--- src/rtl/fpu_resbuf_pkg.sv ---
// Shared types and sizing helpers for the FPU result buffer.
package fpu_resbuf_pkg;

  localparam int unsigned STATUS_W = 5;

  // IEEE exception flags as reported by the FPU, MSB first.
  typedef struct packed {
    logic nv;
    logic dz;
    logic of;
    logic uf;
    logic nx;
  } status_t;

  // Width of a counter that must hold 0..depth inclusive.
  function automatic int unsigned cnt_width(input int unsigned depth);
    return $clog2(depth + 1);
  endfunction

  // Width of a queue pointer; a single-entry queue still gets one bit.
  function automatic int unsigned ptr_width(input int unsigned depth);
    return (depth > 1) ? $clog2(depth) : 1;
  endfunction

endpackage

--- src/rtl/fpu_result_buffer_if.sv ---
// Result-in / writeback-out bundle of the FPU result buffer.
// The buffer connects through the slave modport, its environment through master.
interface fpu_result_buffer_if
  import fpu_resbuf_pkg::*;
#(
  parameter int unsigned WIDTH   = 64,
  parameter type         TagType = logic
) ();

  logic             res_valid_i;
  logic [WIDTH-1:0] res_data_i;
  status_t          res_status_i;
  TagType           res_tag_i;

  logic             wb_valid_o;
  logic             wb_ready_i;
  logic [WIDTH-1:0] wb_result_o;
  status_t          wb_status_o;
  TagType           wb_tag_o;

  modport slave (
    input  res_valid_i, res_data_i, res_status_i, res_tag_i, wb_ready_i,
    output wb_valid_o, wb_result_o, wb_status_o, wb_tag_o
  );

  modport master (
    output res_valid_i, res_data_i, res_status_i, res_tag_i, wb_ready_i,
    input  wb_valid_o, wb_result_o, wb_status_o, wb_tag_o
  );

endinterface

--- src/rtl/fpu_resbuf_credit.sv ---
// Credit tracker: counts ops in flight (outs) and ops whose results must be
// discarded after a flush (drop); decides the fate of every result pulse.
module fpu_resbuf_credit
  import fpu_resbuf_pkg::*;
#(
  parameter int unsigned DEPTH = 4,
  localparam int unsigned CNT_W = cnt_width(DEPTH)
) (
  input  logic             i_clk,
  input  logic             i_rst_n,
  input  logic             i_flush,
  input  logic             i_issue,
  input  logic             i_res_valid,
  input  logic [CNT_W-1:0] i_count,
  output logic             o_issue_ready_c,
  output logic             o_push_c,
  output logic             o_spurious_c,
  output logic             o_flush_drop_c
);

  localparam int unsigned SUM_W = CNT_W + 2;

  typedef logic [CNT_W-1:0] cnt_t;

  cnt_t             r_outs;
  cnt_t             r_drop;
  cnt_t             w_outs_next;
  cnt_t             w_drop_next;
  cnt_t             w_outs_int;
  cnt_t             w_drop_int;
  logic [SUM_W-1:0] w_total;

  // A credit exists while stored + in-flight + to-be-dropped stays below DEPTH.
  assign w_total         = SUM_W'(i_count) + SUM_W'(r_outs) + SUM_W'(r_drop);
  assign o_issue_ready_c = (w_total < SUM_W'(DEPTH));

  // Charge each result to drop first, then to outs; flush folds outs into drop.
  always_comb begin
    o_push_c       = 1'b0;
    o_spurious_c   = 1'b0;
    o_flush_drop_c = 1'b0;
    w_outs_int     = r_outs;
    w_drop_int     = r_drop;
    w_outs_next    = r_outs;
    w_drop_next    = r_drop;

    if (i_res_valid) begin
      if (r_drop != '0) begin
        w_drop_int     = r_drop - CNT_W'(1);
        o_flush_drop_c = 1'b1;
      end else if (r_outs != '0) begin
        w_outs_int = r_outs - CNT_W'(1);
        if (i_flush) begin
          o_flush_drop_c = 1'b1;
        end else begin
          o_push_c = 1'b1;
        end
      end else if (!i_flush) begin
        o_spurious_c = 1'b1;
      end
    end

    if (i_flush) begin
      w_drop_next = w_drop_int + w_outs_int;
      w_outs_next = '0;
    end else begin
      w_drop_next = w_drop_int;
      w_outs_next = w_outs_int + CNT_W'(i_issue && o_issue_ready_c);
    end
  end

  // Counter state.
  always_ff @(posedge i_clk or negedge i_rst_n) begin
    if (!i_rst_n) begin
      r_outs <= '0;
      r_drop <= '0;
    end else begin
      r_outs <= w_outs_next;
      r_drop <= w_drop_next;
    end
  end

endmodule

--- src/rtl/fpu_result_buffer.sv ---
// FPU result buffer: queues single-cycle FPU result pulses for writeback,
// grants issue credits, drops results squashed by flush, keeps sticky fflags.
// Optional statistics outputs are enabled with the FPU_RESBUF_STATS_EN macro.
module fpu_result_buffer
  import fpu_resbuf_pkg::*;
#(
  parameter int unsigned WIDTH   = 64,
  parameter int unsigned DEPTH   = 4,
  parameter type         TagType = logic
) (
  input  logic                                clk_i,
  input  logic                                rst_ni,
  input  logic                                flush_i,
  input  logic                                issue_i,
  output logic                                issue_ready_o,
  fpu_result_buffer_if.slave                  bus,
  output status_t                             fflags_o,
  input  logic                                fflags_clr_i,
  output logic                                overflow_err_o
`ifdef FPU_RESBUF_STATS_EN
  ,
  output logic [15:0]                         stat_dropped_o,
  output logic [cnt_width(DEPTH)-1:0]         stat_maxocc_o
`endif
);

  localparam int unsigned CNT_W = cnt_width(DEPTH);
  localparam int unsigned PTR_W = ptr_width(DEPTH);

  typedef logic [CNT_W-1:0] cnt_t;
  typedef logic [PTR_W-1:0] ptr_t;

  typedef struct packed {
    logic [WIDTH-1:0] result;
    status_t          status;
    TagType           tag;
  } resbuf_entry_t;

  resbuf_entry_t r_mem [DEPTH];
  ptr_t          r_head;
  ptr_t          r_tail;
  cnt_t          r_count;
  cnt_t          w_count_next;
  status_t       r_fflags;
  status_t       w_fflags_next;
  logic          r_overflow;
  logic          w_push;
  logic          w_pop;
  logic          w_spurious;
  logic          w_flush_drop;
  logic          w_issue_ready;
  resbuf_entry_t w_head;
  resbuf_entry_t w_in;

  // Pointer advance with wrap at DEPTH-1 (DEPTH need not be a power of two).
  function automatic ptr_t ptr_inc(input ptr_t p);
    return (p == PTR_W'(DEPTH - 1)) ? '0 : p + PTR_W'(1);
  endfunction

  fpu_resbuf_credit #(
    .DEPTH (DEPTH)
  ) u_credit (
    .i_clk           (clk_i),
    .i_rst_n         (rst_ni),
    .i_flush         (flush_i),
    .i_issue         (issue_i),
    .i_res_valid     (bus.res_valid_i),
    .i_count         (r_count),
    .o_issue_ready_c (w_issue_ready),
    .o_push_c        (w_push),
    .o_spurious_c    (w_spurious),
    .o_flush_drop_c  (w_flush_drop)
  );

  assign issue_ready_o = w_issue_ready;

  assign w_in.result = bus.res_data_i;
  assign w_in.status = bus.res_status_i;
  assign w_in.tag    = bus.res_tag_i;

  assign w_head           = r_mem[r_head];
  assign bus.wb_valid_o   = (r_count != '0);
  assign bus.wb_result_o  = w_head.result;
  assign bus.wb_status_o  = w_head.status;
  assign bus.wb_tag_o     = w_head.tag;
  assign fflags_o         = r_fflags;
  assign overflow_err_o   = r_overflow;

  // A pop offered during flush is squashed along with the queue.
  assign w_pop = bus.wb_valid_o && bus.wb_ready_i && !flush_i;

  // Occupancy update; push and pop together leave count unchanged.
  always_comb begin
    w_count_next = r_count;
    if (flush_i) begin
      w_count_next = '0;
    end else begin
      case ({w_push, w_pop})
        2'b10:   w_count_next = r_count + CNT_W'(1);
        2'b01:   w_count_next = r_count - CNT_W'(1);
        default: w_count_next = r_count;
      endcase
    end
  end

  // Queue storage and pointers.
  always_ff @(posedge clk_i or negedge rst_ni) begin
    if (!rst_ni) begin
      for (int i = 0; i < int'(DEPTH); i++) begin
        r_mem[i] <= '0;
      end
      r_head  <= '0;
      r_tail  <= '0;
      r_count <= '0;
    end else begin
      r_count <= w_count_next;
      if (flush_i) begin
        r_head <= '0;
        r_tail <= '0;
      end else begin
        if (w_push) begin
          r_mem[r_tail] <= w_in;
          r_tail        <= ptr_inc(r_tail);
        end
        if (w_pop) begin
          r_head <= ptr_inc(r_head);
        end
      end
    end
  end

  // Sticky flags: clear takes effect before the popped status is ORed in.
  always_comb begin
    w_fflags_next = fflags_clr_i ? status_t'('0) : r_fflags;
    if (w_pop) begin
      w_fflags_next = status_t'(w_fflags_next | w_head.status);
    end
  end

  // Sticky flag and overflow registers.
  always_ff @(posedge clk_i or negedge rst_ni) begin
    if (!rst_ni) begin
      r_fflags   <= '0;
      r_overflow <= 1'b0;
    end else begin
      r_fflags <= w_fflags_next;
      if (w_spurious) begin
        r_overflow <= 1'b1;
      end
    end
  end

`ifdef FPU_RESBUF_STATS_EN
  logic [15:0] r_stat_dropped;
  cnt_t        r_stat_maxocc;

  assign stat_dropped_o = r_stat_dropped;
  assign stat_maxocc_o  = r_stat_maxocc;

  // Saturating flush-drop count and occupancy high-water mark; flush keeps both.
  always_ff @(posedge clk_i or negedge rst_ni) begin
    if (!rst_ni) begin
      r_stat_dropped <= '0;
      r_stat_maxocc  <= '0;
    end else begin
      if (w_flush_drop && (r_stat_dropped != 16'hFFFF)) begin
        r_stat_dropped <= r_stat_dropped + 16'd1;
      end
      if (w_count_next > r_stat_maxocc) begin
        r_stat_maxocc <= w_count_next;
      end
    end
  end
`else
  logic w_unused_flush_drop;
  assign w_unused_flush_drop = w_flush_drop;
`endif

  // Issuing without a credit is an upstream protocol violation.
  a_issue_has_credit : assert property (
    @(posedge clk_i) disable iff (!rst_ni) (issue_i && !flush_i) |-> w_issue_ready
  );

endmodule
--- src/flat_wrapper.sv ---
// flat-port wrapper written by rule: the top's interface ports become plain ports
module fpu_result_buffer_flat import fpu_resbuf_pkg::*;
#(
  parameter int unsigned WIDTH   = 64,
  parameter int unsigned DEPTH   = 4,
  parameter type         TagType = logic
)
  (clk_i, rst_ni, flush_i, issue_i, issue_ready_o, fflags_o, fflags_clr_i, overflow_err_o, bus_res_valid_i, bus_res_data_i, bus_res_status_i, bus_res_tag_i, bus_wb_ready_i, bus_wb_valid_o, bus_wb_result_o, bus_wb_status_o, bus_wb_tag_o);
  fpu_result_buffer_if #(.WIDTH(WIDTH), .TagType(TagType)) bus_i ();
  input  logic clk_i;
  input  logic rst_ni;
  input  logic flush_i;
  input  logic issue_i;
  output logic issue_ready_o;
  output status_t fflags_o;
  input  logic fflags_clr_i;
  output logic overflow_err_o;
  input wire logic [$bits(bus_i.res_valid_i)-1:0] bus_res_valid_i;
  input wire logic [$bits(bus_i.res_data_i)-1:0] bus_res_data_i;
  input wire logic [$bits(bus_i.res_status_i)-1:0] bus_res_status_i;
  input wire logic [$bits(bus_i.res_tag_i)-1:0] bus_res_tag_i;
  input wire logic [$bits(bus_i.wb_ready_i)-1:0] bus_wb_ready_i;
  output wire logic [$bits(bus_i.wb_valid_o)-1:0] bus_wb_valid_o;
  output wire logic [$bits(bus_i.wb_result_o)-1:0] bus_wb_result_o;
  output wire logic [$bits(bus_i.wb_status_o)-1:0] bus_wb_status_o;
  output wire logic [$bits(bus_i.wb_tag_o)-1:0] bus_wb_tag_o;
  assign bus_i.res_valid_i = bus_res_valid_i;
  assign bus_i.res_data_i = bus_res_data_i;
  assign bus_i.res_status_i = bus_res_status_i;
  assign bus_i.res_tag_i = bus_res_tag_i;
  assign bus_i.wb_ready_i = bus_wb_ready_i;
  assign bus_wb_valid_o = bus_i.wb_valid_o;
  assign bus_wb_result_o = bus_i.wb_result_o;
  assign bus_wb_status_o = bus_i.wb_status_o;
  assign bus_wb_tag_o = bus_i.wb_tag_o;
  fpu_result_buffer #(.WIDTH(WIDTH), .DEPTH(DEPTH), .TagType(TagType)) u_core (.clk_i(clk_i), .rst_ni(rst_ni), .flush_i(flush_i), .issue_i(issue_i), .issue_ready_o(issue_ready_o), .bus(bus_i), .fflags_o(fflags_o), .fflags_clr_i(fflags_clr_i), .overflow_err_o(overflow_err_o));
endmodule
--- config.mk ---
export PLATFORM = sky130hd
export DESIGN_NAME = fpu_result_buffer_flat
export DESIGN_NICKNAME = d
export VERILOG_FILES = /design/src/rtl/fpu_resbuf_pkg.sv /design/src/rtl/fpu_result_buffer_if.sv /design/src/rtl/fpu_resbuf_credit.sv /design/src/rtl/fpu_result_buffer.sv /design/src/flat_wrapper.sv
export SDC_FILE = /design/constraint.sdc
export NUM_CORES = 1
export LEC_CHECK = 0
export ABC_CLOCK_PERIOD_IN_PS = 3170
export CAP_MARGIN = 20
export CORE_ASPECT_RATIO = 1.2
export CORE_UTILIZATION = 56
export DETAILED_ROUTE_END_ITERATION = 12
export PLACE_DENSITY = 0.83
export REMOVE_ABC_BUFFERS = 1
export SLEW_MARGIN = 20
export SYNTH_ARGS = -nofsm -noshare
export SYNTH_HDL_FRONTEND = slang
export SYNTH_HIERARCHICAL = 1
export SYNTH_SLANG_ARGS = --single-unit
--- constraint.sdc ---
create_clock -name clk_i -period 3.17 [get_ports clk_i]
set_input_delay 0.4755 -clock clk_i [delete_from_list [all_inputs] [get_ports clk_i]]
set_output_delay 0.4755 -clock clk_i [all_outputs]
set_load 0.05 [all_outputs]
## Yosys cells after proc, flatten, opt, wreduce, memory -nomap -nowiden

Cells that the tools add are included.

- Output and inout bits: 78
- Logic and storage cells: 103
- Bits in registers: 299
- Input bits: 77

- Multiplexer cells: 30
- Reductions and logical operators: 12
- Magnitude comparators: 4
- Eq/ne operators: 4
- $add $sub $neg: 10
- Bitwise gates (word level): 4

Operator list:

| operator | count |
|---|---|
| 280-bit bitwise mux | 1 |
| 70-bit 2-to-1 mux | 3 |
| 70-bit binary-select mux with 2-bit select | 1 |
| 70-bit demux with 2-bit select | 1 |
| 3-bit 2-to-1 mux | 8 |
| 2-bit 2-to-1 mux | 6 |
| 3-bit nonzero test | 4 |
| 5-bit 2-to-1 mux | 2 |
| 3-bit by 1-bit subtractor with 3-bit output, second input constant | 3 |
| 1-bit 2-to-1 mux | 7 |
| 2-bit equality test, second input constant | 3 |
| 3-bit >= comparator, second input constant | 2 |
| 2-bit inverter with 3-bit output | 2 |
| 3-bit one-hot mux with 2 select lines | 1 |
| 5-bit by 3-bit adder with 5-bit output | 1 |
| 5-bit by 3-bit < comparator with 1-bit output, second input constant | 1 |
| 5-bit bitwise OR | 1 |
| 2-bit by 1-bit adder with 2-bit output, second input constant | 2 |
| 3-bit by 3-bit adder with 4-bit output | 1 |
| 1-bit logical AND | 4 |
| 2-bit nonzero test | 2 |
| 3-bit by 1-bit adder with 3-bit output | 1 |
| 3-bit by 1-bit adder with 3-bit output, second input constant | 1 |
| 3-bit adder | 1 |
| 5 further kinds | 5 |

## Longest topological paths before layout

Gate-level depths: netlist (run 1).

- Depth in word-level cells: 7
- Mapped depth: 12
- Mapped depth without buffers: 12

## Modules after synthesis

The synthesis (run 1) kept the hierarchy.

Modules (own cells, without submodules):

| module | times used | seq. area each (um2) | cells an instance | area each (um2) |
|---|---|---|---|---|
| fpu_result_buffer | 1 | 7332.0 | 742 | 12987.5 |
| fpu_resbuf_credit | 1 | 150.1 | 71 | 653.1 |

## Worst setup path before layout (run 1)

No wires, ideal clock.

- Path kind: register to output
- From: register u_core.r_count[1]
- To: output issue_ready_o
- Data required time: 2694 ps
- Cell stages (with the launch flop): 9
- Arrival time: 2353 ps
- Path buffers: 0
- Path slack: 342 ps
- Cells stage by stage: dfrtp_1 -> inv_1 -> fa_1 -> or2_2 -> fa_1 -> nor2_1 -> o311ai_0 -> o21ai_0 -> and2_1

- Longest elaborated chain between the ends: 3

Ends and longest elaborated chain:

| what | RTL line | text |
|---|---|---|
| start: declaration | fpu_result_buffer.sv:42 | `cnt_t r_count;` |
| start signal: assignment | fpu_result_buffer.sv:116 | `r_count <= w_count_next;` |
| 3-bit by 3-bit adder with 4-bit output | fpu_resbuf_credit.sv:34 | `assign w_total = SUM_W'(i_count) + SUM_W'(r_outs) + SUM_W'(r_drop);` |
| 5-bit by 3-bit adder with 5-bit output | fpu_resbuf_credit.sv:34 |  |
| 5-bit by 3-bit < comparator with 1-bit output | fpu_resbuf_credit.sv:35 | `assign o_issue_ready_c = (w_total < SUM_W'(DEPTH));` |
| end: declaration | flat_wrapper.sv:14 | `output logic issue_ready_o;` |

No other way between the ends.

## Worst setup path after layout (run 1)

- From: register u_core.u_credit.r_drop[1]
- To: output issue_ready_o

- Longest elaborated chain between the ends: 2

Ends and longest elaborated chain:

| what | RTL line | text |
|---|---|---|
| start: declaration | fpu_resbuf_credit.sv:26 | `cnt_t r_drop;` |
| start signal: assignment | fpu_resbuf_credit.sv:79 | `r_drop <= w_drop_next;` |
| 5-bit by 3-bit adder with 5-bit output | fpu_resbuf_credit.sv:34 |  |
| 5-bit by 3-bit < comparator with 1-bit output | fpu_resbuf_credit.sv:35 |  |

No other way between the ends.

==> impl_metrics.tcl, run 1 <==
set metrics [dict create \
    status "completed" \
    maxSlewHeadroom 0.4855 \
    path_cells "inv_2, fa_1, or2_4, fa_2, nor2_1, o311ai_1, o21ai_1, and2_4, buf_12" \
    rsz0062_at_grt "yes" \
    fill_cells 1664 \
    syn_avg_cell_area_sq_um 16.81 \
    p_leak_uw 0.008231 \
    insertion_delay_ns 0.54 \
    slew_violations 0 \
    hold_ws_ns 0.4861 \
    cp_top_family "adder cells" \
    drtPass1Iterations 4 \
    clock_sinks 299 \
    finalPower_uw 10520 \
    antenna_found_initial 0 \
    cp_data_arrival_time_ns 2.67 \
    regArea_sq_mm 0.007493 \
    yosys_warnings 6 \
    core_region_area_sq_mm 0.02389 \
    worstMarginPinSlew_ns 0.7653 \
    critPathSlowestCell "fa_1" \
    row_count 62 \
    grtUsageTotal 0.2286 \
    start_util 0.5705 \
    cts_root_buf "clkbuf_16" \
    hold_violations 0 \
    grt_max_degree 87 \
    crit_type "reg2out" \
    area_growth_pct 20.99 \
    ios 155 \
    wl_mm 27.31 \
    end_kind "output port" \
    overflow 0 \
    dr_total_vias 7560 \
    syn-cell-area_sq_mm 0.01363 \
    cts_buffer_depth 3 \
    final_nets 1082 \
    first_global_vias 8255 \
    crit_buf_inv 2 \
    min_path_type "reg2reg" \
    critPathMaxFanout 4 \
    wl_per_cell_um 20.61 \
    dp_cells 1259 \
    dp_hpwl_mm 16.97 \
    vdd_drop_max_mv 0.5177 \
    htreeDepth 1 \
    fin_area_sq_mm 0.01649 \
    drive_gt1_frac 0.4438 \
    clkTransAtPathRegs_ns 0.06 \
    fin_crit_ns 3.143 \
    place_congestion 0.8248 \
    syn_inst 811 \
    period_share 0.9916 \
    setup_viol 0 \
    cts_inserted_buffers 30 \
    worst_setup_path_start_kind "flop" \
    fp.dieH_um 172.9 \
    final_cells 1325 \
    p_per_area_mw_per_mm2 637.9 \
    numPortBuffers 154 \
    grt_pass1_wl_mm 44.37 \
    slowest_delay_ns 0.49 \
    critPathRequiredTime_ns 2.69 \
    detail-route-antenna-nets 0 \
    route.detailed.drc 0 \
    drt_iter0_markers 263 \
    maxCapViolations 0 \
    die_area_sq_mm 0.02497 \
    viasPerCell 5.706 \
    cts_tree "done" \
    die_x_um 144.4 \
    skew_ns 0.007045 \
    multiInputGateArea_sq_mm 0.005657 \
    diodes 0 \
    max_freq_mhz 318.1 \
    placed_area_sq_mm 0.01535 \
]
-- stage by stage --
stage | setup WS [ns] | setup TNS (ns) | util
detailed placement | 0.2531 | 0 | 0.6425
finish | 0.02668 | 0 | 0.6903
floorplan | -0.9479 | -70.92 | -
CTS | -0.05734 | -0.05734 | 0.6855
global placement | 0.2625 | 0 | 0.6425
global route | -0.06244 | -0.06244 | 0.6903
-- final cells by class --
class | instances | share of cell area
clock buffer | 40 | 0.05272
sequential | 299 | 0.4543
inverter | 15 | 0.003414
tap | 320 | 0.02428
multi-input combinational | 449 | 0.3430
timing repair buffer | 191 | 0.1129
clock inverter | 11 | 0.009407
-- cells in the final DEF (no fill, tap or decap), drive strengths merged, types with 2 or more instances in the layout --
master         count
dfrtp            299
mux2             282
clkdlybuf4s50     98
buf               74
mux4              70
clkbuf            40
dlygate4sd2       18
inv               15
ha                14
nand2             10
nor2               8
clkinv             7
a21oi              7
a22o               6
xnor2              6
nor2b              6
fa                 5
bufinv             4
mux2i              4
nor3               3
and3               3
or3                2
nor3b              2
nand3              2
nand2b             2
or2                2
o21ai              2
-- flip-flops by register name, indices dropped and copies added (netlist names) --
| register | cells |
|---|---|
| u_core/r_head | 2 |
| u_core/u_credit/r_drop | 3 |
| u_core/r_mem | 280 |
| u_core/r_count | 3 |
| u_core/u_credit/r_outs | 3 |
| u_core/fflags_o | 5 |
| u_core/r_tail | 2 |
| u_core/overflow_err_o | 1 |
-- metal layers --
layer,vias up,routed length [um],global-route usage
li1,3357,-,-
met1,4023,11410,0.3049
met4,0,493,0.05351
met5,-,0,0
met2,143,14140,0.3878
met3,37,1263,0.04209
-- report_power, final --
group	total [uW]	internal, uW	switching, uW
Sequential	4210	4060	155
Clock	3650	2230	1420
Combinational	2660	1120	1540
-- timing repair --
item                       4_1_cts  5_1_grt
hold buffers                     1        0
setup buffers                    1       13
gates resized for setup         24        5
hold endpoints to repair        81        0
pin swaps                        1        2
setup endpoints to repair       19       14
-- final timing paths --
path                                           start                         to  slack (ns)  cells past startpoint
min reg2reg                        u_core/r_mem[103]          u_core/r_mem[103]        0.49                      1
max reg2reg                u_core/u_credit/r_drop[0]  u_core/u_credit/r_drop[2]        0.30                     10
max                        u_core/u_credit/r_drop[1]              issue_ready_o        0.03                      9
min                                u_core/r_mem[103]          u_core/r_mem[103]        0.49                      1
max in group asynchronous                     rst_ni           u_core/r_mem[52]        1.87                      3
min in group asynchronous                     rst_ni          u_core/r_mem[211]        0.52                      2
Power figures use the tool's default switching activity.
==> run 2: changes to the inputs <==
- TNS_END_PERCENT: not set -> 30
==> run 2 against run 1 <==
  * Power barely moved
  * Sequential power hardly changed
  * Clock power is essentially flat
  * Via count is 0.12% higher
  * Final cell count did not move
  * Die area unchanged
  * Worst setup slack improved by 0.0025 ns
  * Global-route usage is essentially flat
  * Register-to-register slack is essentially flat
  * Worst hold slack barely moved
  * Critical endpoint unchanged
  * Largest power group unchanged
==> impl_metrics.tcl, run 2 (synthesized netlist as in run 1, its figures left out) <==
set metrics [dict create \
    fin_area_sq_mm 0.01649 \
    drive_gt1_frac 0.4438 \
    period_share 0.9908 \
    detail-route-antenna-nets 0 \
    die_x_um 144.4 \
    swShare 0.2957 \
    top_register "u_core/r_mem" \
    grt_max_degree 87 \
    slowest_delay_ns 0.49 \
    maxCapViolations 0 \
    max_freq_mhz 318.4 \
    clkTransAtPathRegs_ns 0.06 \
    worstMarginPinSlew_ns 0.7657 \
    first_global_vias 8260 \
    path_cells "inv_2, fa_1, or2_4, fa_2, nor2_1, o311ai_1, o21ai_1, and2_4, buf_12" \
    dp_slack_ns 0.2531 \
    numPortBuffers 154 \
    grtUsageTotal 0.2287 \
    route.detailed.drc 0 \
    dp_hpwl_mm 16.97 \
    fin_crit_ns 3.141 \
    cts_tree "done" \
    placed_area_sq_mm 0.01535 \
    wl_per_cell_um 20.58 \
    combPwrFrac 0.253 \
    crit_buf_inv 2 \
    clkPwrFrac 0.347 \
    rsz0062_at_grt "yes" \
    final_cells 1325 \
    clock_sinks 299 \
    cts_inserted_buffers 30 \
    maxSlewHeadroom 0.4852 \
    drtPass1Iterations 4 \
    p_per_area_mw_per_mm2 637.9 \
    p_leak_uw 0.008231 \
    skew_ns 0.008118 \
    vdd_drop_max_mv 0.5179 \
    worst_setup_path_start_kind "flop" \
    drt_iter0_markers 296 \
    critPathRequiredTime_ns 2.69 \
    largest_register_ffs 280 \
    min_path_type "reg2reg" \
    final_nets 1082 \
    ios 155 \
    critPathSlowestCell "fa_1" \
    setup_viol 0 \
    p_switching_uw 3111 \
    viasPerCell 5.712 \
    grt_pass1_wl_mm 44.38 \
    wl_mm 27.26 \
    cts_buffer_depth 3 \
    start_util 0.5705 \
    die_area_sq_mm 0.02497 \
    core_region_area_sq_mm 0.02389 \
    final_common_cell "dfrtp_1" \
    slew_violations 0 \
    cp_top_family "adder cells" \
    place_congestion 0.8248 \
    dr_total_vias 7569 \
    diodes 0 \
    cts_root_buf "clkbuf_16" \
    fp.dieH_um 172.9 \
    hold_violations 0 \
    insertion_delay_ns 0.54 \
    htreeDepth 1 \
    crit_type "reg2out" \
    overflow 0 \
    mostFrequentLayoutCells "dfrtp_1 (294), mux2_2 (213), clkdlybuf4s50_1 (98)" \
    dp_cells 1259 \
    antenna_found_initial 0 \
    fin_ws_ns 0.02918 \
    cp_data_arrival_time_ns 2.67 \
    row_count 62 \
    p_seq_frac 0.401 \
    area_growth_pct 20.99 \
    fin_tns_setup_ns 0 \
    status "completed" \
    end_kind "output port" \
    critPathMaxFanout 4 \
    internal_power_uw 7410 \
]
-- run 2: through the flow --
stage	power, uW	hold WS, ns	utilization
4_1_cts	10570	0.4922	0.6854
3_5_place_dp	6893	0.4772	0.6425
6_report	10520	0.4862	0.6903
5_1_grt	10950	0.5043	0.6903
3_3_place_gp	6849	0.4680	0.6425
2_1_floorplan	5966	0.1799	-
-- run 2: cell type report --
type,instances,area (sq um)
clock inverters,11,155.1
flip-flops and latches,299,7493
inverters,15,56.30
repair buffers,191,1862
fillers,1664,7400
clock buffers,40,869.6
well taps,320,400.4
multi-input cells,449,5657
-- run 2: power groups by stage --
stage          registers, uW  clock network, uW  logic [uW]
2_1_floorplan           4310                  0        1660
3_5_place_dp            4290                  0        2610
4_1_cts                 4230               3730        2610
6_report                4210               3650        2660
5_1_grt                 4240               3870        2850
3_3_place_gp            4270                  0        2580
-- run 2: timing repair --
| action | CTS | global route |
|---|---|---|
| gates resized for setup | 23 | 6 |
| hold buffers | 1 | 0 |
| endpoints found under the setup margin | 19 | 14 |
| buffers inserted | 1 | 13 |
| endpoints found under the hold margin | 81 | 0 |
| pin swaps | 1 | 2 |
-- run 2: path summary, 6_finish.rpt --
path                       cells past startpoint                 startpoint  slack, ns                   endpoint
max                                            9  u_core/u_credit/r_drop[1]       0.03              issue_ready_o
min                                            1          u_core/r_mem[103]       0.49          u_core/r_mem[103]
max reg2reg                                   10  u_core/u_credit/r_drop[0]       0.29  u_core/u_credit/r_drop[2]
min reg2reg                                    1          u_core/r_mem[103]       0.49          u_core/r_mem[103]
max in group asynchronous                      3                     rst_ni       1.88           u_core/r_mem[52]
min in group asynchronous                      2                     rst_ni       0.52          u_core/r_mem[211]
-- run 2: metal layers --
metal  wire, um  share of wire  GRT usage  up-vias
li1           -              -          -     3359
met1      11380           0.42     0.3049     4029
met2      14100           0.52     0.3880      143
met3       1292          0.047    0.04209       38
met4        495          0.018    0.05351        0
met5          0              0          0        -
